<file path="src/rtl/mem_load_align.sv">
// Load-return stage: tracks BRAM reads through the fixed read latency, restores lane order,
// extends the result and buffers it in a 2-entry skid. Optional misalign trap: MEM_MISALIGN_TRAP_EN.
module mem_load_align #(
    parameter logic [1:0]  MEM_DISABLE    = 2'b00,
    parameter logic [1:0]  MEM_READ_SEXT  = 2'b01,
    parameter logic [1:0]  MEM_READ_ZEXT  = 2'b10,
    parameter logic [1:0]  MEM_WRITE      = 2'b11,
    parameter logic [1:0]  BYTE           = 2'b00,
    parameter logic [1:0]  HALFWORD       = 2'b01,
    parameter logic [1:0]  WORD           = 2'b10,
    parameter logic [31:0] READ_REG_INPUT = 32'h0200_0000,
    parameter int unsigned READ_LATENCY   = 1
) (
    input  logic        clk,
    input  logic        reset,
    input  logic [31:0] addr,
    input  logic [1:0]  memOp,
    input  logic [1:0]  memSize,
    input  logic [31:0] doutB,
    input  logic [31:0] edgeIn,
    input  logic        stall,
    output logic [31:0] loadData,
    output logic        loadValid,
    output logic        overflow,
    output logic        misalign
);

    typedef struct packed {
        logic       valid;
        logic       sext;
        logic [1:0] size;
        logic [1:0] lane;
        logic       isMmio;
        logic       bad;
    } sideBand_t;

    sideBand_t   reqBand;
    sideBand_t   arrBand;
    sideBand_t   pipe [READ_LATENCY];

    logic [31:0] edgeSync1;
    logic [31:0] edgeSync2;

    logic [15:0] halfVal;
    logic [7:0]  byteVal;
    logic [31:0] fmtData;
    logic        fmtMisalign;

    logic [31:0] skidData [2];
    logic        skidMis  [2];
    logic [1:0]  skidCount;

    always_comb begin
        reqBand        = '0;
        reqBand.valid  = (memOp == MEM_READ_SEXT) || (memOp == MEM_READ_ZEXT);
        reqBand.sext   = (memOp == MEM_READ_SEXT);
        reqBand.size   = memSize;
        reqBand.lane   = addr[1:0];
        reqBand.isMmio = (addr == READ_REG_INPUT);
        reqBand.bad    = !reqBand.isMmio &&
                         ((memSize == HALFWORD && addr[0]) ||
                          (memSize == WORD && addr[1:0] != 2'b00) ||
                          (memSize == 2'b11));
    end

    // BRAM cannot stall, so the sideband pipe advances unconditionally
    always_ff @(posedge clk or posedge reset) begin
        if (reset) begin
            for (int unsigned i = 0; i < READ_LATENCY; i++) begin
                pipe[i] <= '0;
            end
        end else begin
            pipe[0] <= reqBand;
            for (int unsigned i = 1; i < READ_LATENCY; i++) begin
                pipe[i] <= pipe[i-1];
            end
        end
    end

    assign arrBand = pipe[READ_LATENCY-1];

    always_ff @(posedge clk or posedge reset) begin
        if (reset) begin
            edgeSync1 <= '0;
            edgeSync2 <= '0;
        end else begin
            edgeSync1 <= edgeIn;
            edgeSync2 <= edgeSync1;
        end
    end

    // Store path writes byte-swapped; undo that before lane selection
    always_comb begin
        halfVal     = arrBand.lane[1] ? {doutB[23:16], doutB[31:24]}
                                      : {doutB[7:0], doutB[15:8]};
        byteVal     = '0;
        fmtData     = '0;
        fmtMisalign = 1'b0;
        case (arrBand.lane)
            2'd0:    byteVal = doutB[7:0];
            2'd1:    byteVal = doutB[15:8];
            2'd2:    byteVal = doutB[23:16];
            default: byteVal = doutB[31:24];
        endcase
        if (arrBand.isMmio) begin
            fmtData = edgeSync2;
        end else if (arrBand.bad) begin
`ifdef MEM_MISALIGN_TRAP_EN
            fmtData     = '0;
            fmtMisalign = 1'b1;
`else
            fmtData     = 32'hCAFE_BABE;
`endif
        end else if (arrBand.size == WORD) begin
            fmtData = {doutB[7:0], doutB[15:8], doutB[23:16], doutB[31:24]};
        end else if (arrBand.size == HALFWORD) begin
            fmtData = {{16{arrBand.sext & halfVal[15]}}, halfVal};
        end else begin
            fmtData = {{24{arrBand.sext & byteVal[7]}}, byteVal};
        end
    end

    always_ff @(posedge clk or posedge reset) begin
        if (reset) begin
            loadData  <= '0;
            loadValid <= 1'b0;
            overflow  <= 1'b0;
            misalign  <= 1'b0;
            skidCount <= '0;
            for (int unsigned i = 0; i < 2; i++) begin
                skidData[i] <= '0;
                skidMis[i]  <= 1'b0;
            end
        end else if (!stall && skidCount != 2'd0) begin
            loadData  <= skidData[0];
            misalign  <= skidMis[0];
            loadValid <= 1'b1;
            // Pop shifts the tail to the head; a same-cycle arrival refills behind it
            if (skidCount == 2'd2) begin
                skidData[0] <= skidData[1];
                skidMis[0]  <= skidMis[1];
                if (arrBand.valid) begin
                    skidData[1] <= fmtData;
                    skidMis[1]  <= fmtMisalign;
                end else begin
                    skidCount <= 2'd1;
                end
            end else if (arrBand.valid) begin
                skidData[0] <= fmtData;
                skidMis[0]  <= fmtMisalign;
            end else begin
                skidCount <= 2'd0;
            end
        end else if (!stall && arrBand.valid) begin
            loadData  <= fmtData;
            misalign  <= fmtMisalign;
            loadValid <= 1'b1;
        end else begin
            loadValid <= 1'b0;
            if (arrBand.valid) begin
                if (skidCount == 2'd2) begin
                    overflow <= 1'b1;
                end else if (skidCount == 2'd1) begin
                    skidData[1] <= fmtData;
                    skidMis[1]  <= fmtMisalign;
                    skidCount   <= 2'd2;
                end else begin
                    skidData[0] <= fmtData;
                    skidMis[0]  <= fmtMisalign;
                    skidCount   <= 2'd1;
                end
            end
        end
    end

endmodule

</file>
<file path="config.mk">
export PLATFORM = sky130hd
export DESIGN_NAME = mem_load_align
export DESIGN_NICKNAME = d
export VERILOG_FILES = /design/src/rtl/mem_load_align.sv
export SDC_FILE = /design/constraint.sdc
export NUM_CORES = 1
export LEC_CHECK = 0
export BUFFER_PORTS_ARGS = -buffer_cell sky130_fd_sc_hd__buf_2
export CAP_MARGIN = 20
export CORE_UTILIZATION = 55
export CTS_BUF_LIST = sky130_fd_sc_hd__clkbuf_16
export CTS_CLUSTER_DIAMETER = 120
export DETAILED_ROUTE_END_ITERATION = 12
export PLACE_DENSITY = 0.79
export SLEW_MARGIN = 20
export SYNTH_ARGS = -nofsm -noshare
export SYNTH_HDL_FRONTEND = slang
export SYNTH_SLANG_ARGS = --single-unit
</file>
<file path="constraint.sdc">
create_clock -name clk -period 6.7 [get_ports clk]
set_input_delay 0.335 -clock clk [delete_from_list [all_inputs] [get_ports clk]]
set_output_delay 0.335 -clock clk [all_outputs]
set_load 0.005 [all_outputs]
</file>
== Word level (Yosys, flattened, before mapping) ==
Index checks and enable logic that the tools add are counted.

* Input port bits: 103
* Logic and storage cells: 98
* Output and inout port bits: 35
* Register bits after elaboration: 175

* Bitwise gates (word level): 4
* Muxes and demuxes: 38
* Reduce and logical (&&, ||, !) cells: 21
* Equality and inequality tests: 18

{| class="wikitable"
|+ Operators with widths
! cell !! number
|-
| $mux W32 || 11
|-
| $mux W64 || 4
|-
| $eq A32 B26 Y1 const B || 1
|-
| $mux W2 || 12
|-
| $pmux W8 S3 || 1
|-
| $mux W16 || 1
|-
| $reduce_and A5 Y1 || 3
|-
| $eq A2 B2 Y1 const B || 6
|-
| $reduce_bool A2 Y1 || 6
|-
| $eq A2 B1 Y1 const B || 5
|-
| $ne A2 B2 Y1 const B || 5
|-
| $mux W1 || 9
|-
| $logic_and A1 B1 Y1 || 5
|-
| $reduce_and A4 Y1 || 1
|-
| $logic_or A1 B1 Y1 || 3
|-
| $and A1 B1 Y1 || 2
|-
| $logic_not A1 Y1 || 2
|-
| $logic_not A2 Y1 || 1
|-
| $ne A2 B1 Y1 const B || 1
|-
| $not A1 Y1 || 2
|}

== Longest topological paths before layout ==
Gate-level depths: netlist (run 1).

* Word-level depth: 12
* Gate-level depth with buffers: 9
* Depth with buffers taken out: 5

== Least setup slack after synthesis (run 1) ==
No wires, ideal clock.

* Path kind: reg-to-reg
* Start: register skidCount[0]
* End: register skidData[11] (netlist name)
* Data required time: 6.573 ns
* Library setup time: 0.127 ns
* Period minus slack after synthesis: 1.715 ns
* Setup slack: 4.985 ns
* Cell stages (with the launch flop): 8
* Data arrival time: 1.588 ns
* Path buffers: 3
* Path through: dfrtp_1 > buf_6 > nand2b_1 > or2_1 > buf_2 > a21o_1 > buf_6 > mux2_1

* Cells in the longest elaborated chain, start to end: 4
* Elaborated cells on any way between the ends: 10
* Those cells by class: 5 x eq/ne; 1 x mux; 4 x reduce/logical

{| class="wikitable"
|+ Ends and longest elaborated chain
! element !! line !! source
|-
| start, declared || 51 || <nowiki>logic [1:0] skidCount;</nowiki>
|-
| start signal, assigned || 129 || <nowiki>skidCount <= '0;</nowiki>
|-
| start signal, assigned || 146 || <nowiki>skidCount <= 2'd1;</nowiki>
|-
| start signal, assigned || 152 || <nowiki>skidCount <= 2'd0;</nowiki>
|-
| $reduce_bool A2 Y1 || 134 || <nowiki>end else if (!stall && skidCount != 2'd0) begin</nowiki>
|-
| $logic_and A1 B1 Y1 || 134 ||
|-
| $ne A2 B1 Y1 (no line), or another cell as far along || -- ||
|-
| $reduce_and A5 Y1 (no line) || -- ||
|-
| end, declared || 49 || <nowiki>logic [31:0] skidData [2];</nowiki>
|}

Several ways; a longest one is shown, not always the timed one.
A chain may end at the register's enable or synchronous reset.

== Worst setup path in the final report (run 1) ==
* Start: register pipe (netlist bit arrBand[3])
* End: register skidData[53] (netlist name)

* Cells in the longest elaborated chain, start to end: 12
* Elaborated cells on any way between the ends: 18
* Those cells by class: 2 x eq/ne; 13 x mux; 2 x bitwise; 1 x reduce/logical

{| class="wikitable"
|+ Ends and longest elaborated chain
! element !! line !! source
|-
| start, declared || 39 || <nowiki>sideBand_t pipe [READ_LATENCY];</nowiki>
|-
| start signal, assigned by index || 75 || <nowiki>pipe[i] <= pipe[i-1];</nowiki>
|-
| $eq A2 B2 Y1, or another cell as far along || 99 || <nowiki>case (arrBand.lane)</nowiki>
|-
| $pmux W8 S3 || 99 ||
|-
| $and A1 B1 Y1 || 119 || <nowiki>fmtData = {{24{arrBand.sext & byteVal[7]}}, byteVal};</nowiki>
|-
| $mux W32 (*) || 116 || <nowiki>end else if (arrBand.size == HALFWORD) begin</nowiki>
|-
| $mux W32 (*) || 114 || <nowiki>end else if (arrBand.size == WORD) begin</nowiki>
|-
| $mux W32 (*) || 107 || <nowiki>end else if (arrBand.bad) begin</nowiki>
|-
| $mux W32 (*) || 105 || <nowiki>if (arrBand.isMmio) begin</nowiki>
|-
| $mux W32 || 163 || <nowiki>end else if (skidCount == 2'd1) begin</nowiki>
|-
| $mux W64 || 161 || <nowiki>if (skidCount == 2'd2) begin</nowiki>
|-
| $mux W64 || 160 || <nowiki>if (arrBand.valid) begin</nowiki>
|-
| $mux W64 || 154 || <nowiki>end else if (!stall && arrBand.valid) begin</nowiki>
|-
| $mux W64 (*) || 134 ||
|}

Mark *: on every way between the ends. The rest lies on a longest branch, timed or not. The select of a mux whose other input is x is not followed.

==> results.py, run 1 <==
metrics = {
    "status": {
        "status": "finished, final reports clean",
    },
    "worst_hold_path": {
        "min_to": "edgeSync1[26]$_DFF_PP0_",
        "hold_path_depth": 1,
        "min_path_type": "primary input to flip-flop",
        "min_from": "edgeIn[26]",
    },
    "cells_and_area": {
        "layout-drive-gt1-share_pct": 22.75,
        "final_cell_mix": "172 x dfrtp_1, 136 x buf_2, 106 x nand2_1, 61 x o21ai_0, 60 x a21oi_1",
        "fin_nets": 948,
        "fill_cells": 952,
        "area_delta_synth_final_pct": 22.40,
        "ff_latch_area_sq_um": 4304,
        "final_util_pct": 69.27,
        "layout_commonest_cell": "dfrtp_1",
        "n_antenna_cell": 0,
        "stdcell_area_sq_um": 8777,
        "multiInputGateArea_sq_um": 2590,
    },
    "clocking": {
        "cts_tree": "built",
        "clk_pin_slew_ns": 0.07,
        "htreeDepth": 4,
        "cts.sinks": 172,
        "clk_latency_ns": 0.44,
        "cts_buffer_depth": 2,
        "cts_buffers": 17,
        "root_buffer": "clkbuf_16",
    },
    "timing": {
        "holdWs_ns": 0.01376,
        "slew_headroom_pct": 23.22,
        "rsz0062_at_grt": "no",
        "period_needed_ns": 2.765,
        "setup_tns_ns": 0,
        "setup_violations": 0,
        "final-hold-violation-count": 0,
        "tightestPinTransition_ns": 1.152,
        "finalCritPeriodShare_pct": 41.27,
        "max_freq_mhz": 361.7,
        "drv_slew": 0,
        "fin_worst_skew_ns": 0.006625,
    },
    "power_and_ir_drop": {
        "power_density_nw_per_um2": 395.5,
        "p_leak_uw": 0.004076,
        "vdd_ir_drop_max_mv": 0.2628,
    },
    "place": {
        "portBuffers": 136,
        "place_area_sq_um": 7904,
        "gp_congestion": 0.9209,
        "hpwl_mm": 12.77,
    },
    "global_route": {
        "grt_pass1_wl_mm": 31.53,
        "grtUsageTotal_pct": 31.94,
        "grt_pass1_vias": 6016,
        "grt-ovfl-total": 0,
        "grt_max_degree": 111,
        "antenna_found_initial": 0,
    },
    "yosys": {
        "synthArstFlopShare_pct": 100.0,
        "ys_types": 54,
        "syn_area_sq_um": 7171,
        "syn_nets": 809,
        "synth-seq-area-share_pct": 60.02,
        "yosysWarnings": 0,
        "synth_enable_flop_cells": 0,
        "avgSynthCellArea_sq_um": 10.17,
        "synthFlopType": "dfrtp_1",
        "syn_inst": 705,
        "synth-seq-cells": 172,
    },
    "setup_path": {
        "cp.buffers_inverters": 0,
        "required_ns": 7.04,
        "rr_worst_depth": 5,
        "crit_path_start_kind": "flip-flop",
        "path_max_fanout": 21,
        "reg2reg_to": "skidData[53]$_DFFE_PP0P_",
        "r2r_setup_slack_ns": 3.93,
        "cp-end-kind": "flip-flop",
        "arrival_ns": 3.10,
        "crit_chain": "mux2_1 -> a21oi_1 -> a311oi_4 -> o22ai_1 -> o21ai_0",
        "r2r_start": "arrBand[3]$_DFF_PP0_",
        "crit_slowest_cell": "a311oi_4",
        "cpPeakStageDelay_ns": 1.01,
        "cpLargestDelayFamily": "compound AO/OA/AOI/OAI gates",
        "crit_type": "flip-flop to flip-flop",
    },
    "floorplanning": {
        "die_h_um": 116.2,
        "die_area_sq_um": 13500,
        "placementRows": 41,
        "io_pins": 138,
        "initial_core_util_pct": 56.59,
        "chipWidth_um": 116.2,
        "core_sq_um": 12670,
    },
    "detailed_routing": {
        "drt_wl_total_mm": 19.80,
        "drt-initial-drc-count": 622,
        "vias": 6148,
        "drc_errors": 0,
        "vias_per_cell": 5.975,
        "dr.pass1.iters": 5,
        "wl_per_cell_um": 19.24,
        "antenna_left": 0,
    },
    "job": {
        "cap_violations": 0,
    },
}
## cells by family after synthesis
kind of cell               Yosys count  share of synthesized area (%)
and+or+nand+nor                    246                          15.58
AOI/OAI and AO/OA                  207                          17.59
DFF                                172                          60.02
buffers and inverters               62                          4.048
muxes                               15                          2.408
adders and majority gates            1                         0.1745
other                                1                        0.05230
xor gates and xnor gates             1                         0.1222
## metrics by stage
stage	setup WS (ns)	power (uW)	cells
after floorplan	1.705	2099	705
after global placement	4.130	2367	971
after detailed placement	4.058	2426	971
after CTS	4.011	3467	1029
after global routing	3.714	3661	1029
final	3.935	3471	1029
## layout make-up
class / instances / share of cell area (%)
inverter: 11 / 0.5274
timing repair buffer: 171 / 11.49
clock inverter: 15 / 2.138
clock buffer: 17 / 4.847
tap: 172 / 2.452
multi-input combinational: 471 / 29.51
sequential: 172 / 49.04
## where the power goes
group,total (uW),switching (uW),internal [uW]
Sequential,1550,193,1360
Clock,1020,427,594
Combinational,896,524,372
## worst reg2reg max path, delay by kind of cell (launching register included)
family / cells / cell delay (ns)
muxes: 1 / 0.28
AOI/OAI and AO/OA: 4 / 1.64
DFF: 1 / 0.74
## sequential cells by signal, summed over array words and instances, names as in the netlist
| register | flops |
|---|---|
| skidData | 64 |
| edgeSync1 | 32 |
| edgeSync2 | 32 |
| loadData | 32 |
| arrBand | 8 |
| skidCount | 2 |
| loadValid | 1 |
| overflow | 1 |
## synth_stat cells (10+ instances only)
master    instances  area share, %
o22ai_1          17            1.5
inv_1            11           0.58
a22oi_1          10            1.0
dfrtp_1         172             60
nand2b_1         15            1.3
a21oi_1          60            4.2
o211ai_1         11            1.2
nand2_1         106            5.5
o21ai_0          61            4.3
and3_1           13            1.1
nor2_1           46            2.4
buf_2            15            1.0
nand3_1          31            2.2
clkbuf_1         26            1.4
## metal layers
layer,vias up,track usage (%),wire length (um)
met5,-,0,0
met1,2977,41.45,7838
li1,2767,-,-
met3,63,8.355,1687
met4,0,14.53,695
met2,341,50.83,9575
## how the worst max path moves through the flow
stage	startpoint	to	slack, ns	cells after the start
2_1_floorplan	reset	arrBand[0]$_DFF_PP0_	1.70	1
3_3_place_gp	arrBand[3]$_DFF_PP0_	loadData[18]$_DFFE_PP0N_	4.13	5
3_5_place_dp	arrBand[3]$_DFF_PP0_	loadData[18]$_DFFE_PP0N_	4.06	5
4_1_cts	arrBand[3]$_DFF_PP0_	loadData[18]$_DFFE_PP0N_	4.01	5
5_1_grt	arrBand[3]$_DFF_PP0_	loadData[18]$_DFFE_PP0N_	3.71	5
6_report	arrBand[3]$_DFF_PP0_	skidData[53]$_DFFE_PP0P_	3.93	5
## repair_timing
| item | 4_1_cts | 5_1_grt |
|---|---|---|
| buffers inserted | 0 | 0 |
| hold buffers | 26 | 0 |
| gates resized for setup | 0 | 0 |
| hold endpoints to repair | 26 | 0 |
(Power assumes the default switching activity.)
==> run 2: changes to the inputs <==
Settings changed: CORE_UTILIZATION 55 to 50, PLACE_DENSITY 0.79 to 0.76.
Clock period 6.7 ns to 2.4 ns, I/O delays scaled along.
==> run 2 against run 1 <==
  * Sequential share of layout area decreased by 1.5 points
  * Clock skew up 0.0022 ns
  * First-iteration DRC count up 0.48%
  * Cell count rose by 3.6%
  * Hold slack better by 0.029 ns
  * Critical endpoint is now arrBand[0]$_DFF_PP0_
  * Highest routed layer unchanged
==> results.py, run 2 (synthesis results as in run 1) <==
metrics = {
    "clocking": {
        "htreeDepth": 4,
        "post_cts_buffers": 0,
        "hold_buffers": 44,
        "cts_buffers": 17,
        "cts_resized": 0,
        "clk_pin_slew_ns": 0.07,
        "clk_latency_ns": 0.43,
        "root_buffer": "clkbuf_16",
        "cts.sinks": 172,
        "cts_tree": "built",
        "cts_buffer_depth": 2,
    },
    "detailed_routing": {
        "drt-initial-drc-count": 625,
        "drc_errors": 0,
        "vias_per_cell": 5.865,
        "drt_wl_total_mm": 20.16,
        "vias": 6252,
        "dr.pass1.iters": 5,
        "antenna_left": 0,
        "wl_per_cell_um": 18.91,
    },
    "timing": {
        "fin_worst_skew_ns": 0.008823,
        "setup_violations": 0,
        "drv_slew": 0,
        "period_needed_ns": 2.285,
        "setup_tns_ns": 0,
        "fin_ws_ns": 0.1154,
        "tightestPinTransition_ns": 0.7071,
        "final-hold-violation-count": 0,
        "rsz0062_at_grt": "no",
        "slew_headroom_pct": 52.86,
        "finalCritPeriodShare_pct": 95.19,
        "max_freq_mhz": 437.7,
    },
    "power_and_ir_drop": {
        "p_clk_share_pct": 29.1,
        "power_density_nw_per_um2": 1075,
        "sequentialPowerShare_pct": 44.6,
        "combPwrFrac_pct": 26.3,
        "power.net_switching_uw": 3266,
        "p_sw_share_pct": 33.55,
        "intPower_uw": 6469,
        "p_leak_uw": 0.004206,
        "vdd_ir_drop_max_mv": 0.7016,
    },
    "worst_hold_path": {
        "hold_path_depth": 3,
        "min_to": "arrBand[6]$_DFF_PP0_",
        "min_path_type": "primary input to flip-flop",
        "min_from": "memOp[1]",
    },
    "floorplanning": {
        "core_sq_um": 13930,
        "placementRows": 43,
        "die_area_sq_um": 14820,
        "io_pins": 138,
        "chipWidth_um": 121.8,
        "initial_core_util_pct": 51.46,
        "die_h_um": 121.8,
    },
    "place": {
        "dp_slack_ns": 0.3484,
        "hpwl_mm": 13.47,
        "dp.cells": 990,
        "portBuffers": 136,
        "place_area_sq_um": 8009,
        "gp_congestion": 0.9081,
    },
    "global_route": {
        "grt-ovfl-total": 0,
        "grt_pass1_wl_mm": 32.57,
        "grt_max_degree": 76,
        "antenna_found_initial": 0,
        "grtUsageTotal_pct": 29.45,
        "grt_pass1_vias": 6312,
    },
    "setup_path": {
        "path_max_fanout": 2,
        "crit_slowest_cell": "dlygate4sd3_1",
        "cpLargestDelayFamily": "buffers and inverters",
        "r2r_setup_slack_ns": 0.28,
        "crit_path_start_kind": "primary input",
        "cp_common_cell": "dlygate4sd3_1",
        "cp-end-kind": "flip-flop",
        "r2r_start": "skidCount[0]$_DFFE_PP0P_",
        "required_ns": 2.72,
        "reg2reg_to": "skidData[50]$_DFFE_PP0P_",
        "rr_worst_depth": 6,
        "cp.buffers_inverters": 4,
        "crit_type": "primary input to flip-flop",
        "cpPeakStageDelay_ns": 0.60,
        "crit_chain": "dlygate4sd3_1 -> buf_2 -> nor4_1 -> dlygate4sd3_1 -> nand4_1 -> dlygate4sd3_1 -> nor2_1 -> nor2_1",
        "arrival_ns": 2.60,
    },
    "cells_and_area": {
        "area_delta_synth_final_pct": 26.28,
        "stdcell_area_sq_um": 9055,
        "fin_nets": 977,
        "n_antenna_cell": 0,
        "final_cell_mix": "172 x dfrtp_1, 136 x buf_2, 106 x nand2_1, 61 x o21ai_0, 60 x a21oi_1",
        "regMostFlops": "skidData",
        "instances_no_fill": 1066,
        "final_util_pct": 64.98,
        "largest_reg_flops": 64,
        "layout_commonest_cell": "dfrtp_1",
        "layout-drive-gt1-share_pct": 23.14,
    },
    "status": {
        "status": "finished, final reports clean",
    },
    "job": {
        "cap_violations": 0,
    },
}
## run 2: cell count changes in the layout (fill, tap and decap cells not counted), moves of 2 or more
cell           previous run  this run
clkinv_2                  3         0
buf_4                     9        18
inv_8                     3         5
clkinv_4                  1         3
buf_12                    0         2
dlygate4sd3_1            26        44
## run 2: tightest hold or removal path: stages
cell and delay, ns:
buf_2 0.08, inv_1 0.05, ha_1 0.17
## run 2: cell type report
| cell class | instances | area [sq um] |
|---|---|---|
| clock buffers | 17 | 425.4 |
| clock inverters | 15 | 180.2 |
| fillers | 1110 | 4880 |
| inverters | 11 | 45.04 |
| multi-input cells | 471 | 2579 |
| flip-flops and latches | 172 | 4304 |
| well taps | 180 | 225.2 |
| repair buffers | 200 | 1296 |
## run 2: power groups by stage
| stage | registers, uW | logic, uW | clock network, uW |
|---|---|---|---|
| final | 4350 | 2560 | 2830 |
| after global routing | 4430 | 2880 | 2980 |
| after CTS | 4330 | 2540 | 2850 |
| after detailed placement | 4370 | 2470 | 0 |
| after global placement | 4310 | 2360 | 0 |
| after floorplan | 4230 | 1630 | 0 |
## run 2: per-layer routing
layer / vias up / GRT usage [%] / wire [um]
li1: 2816 / - / -
met1: 3037 / 37.60 / 8068
met2: 344 / 48.09 / 9983
met3: 55 / 6.835 / 1459
met4: 0 / 12.65 / 648
met5: - / 0 / 0
## run 2: through the flow
| stage | hold slack, ns | power [uW] |
|---|---|---|
| 6_report | 0.04319 | 9735 |
| 5_1_grt | 0.04294 | 10280 |
| 4_1_cts | 0.04300 | 9720 |
| 3_5_place_dp | 0.2293 | 6832 |
| 3_3_place_gp | 0.2229 | 6664 |
| 2_1_floorplan | 0.1514 | 5861 |
## run 2: worst max-delay path by stage
| stage | depth (start not counted) | endpoint | startpoint |
|---|---|---|---|
| 6_report | 8 | arrBand[0]$_DFF_PP0_ | addr[17] |
| 5_1_grt | 8 | arrBand[0]$_DFF_PP0_ | addr[5] |
| 4_1_cts | 8 | arrBand[0]$_DFF_PP0_ | addr[17] |
| 3_5_place_dp | 6 | loadData[17]$_DFFE_PP0N_ | arrBand[3]$_DFF_PP0_ |
| 3_3_place_gp | 6 | loadData[17]$_DFFE_PP0N_ | arrBand[3]$_DFF_PP0_ |
| 2_1_floorplan | 1 | arrBand[0]$_DFF_PP0_ | reset |
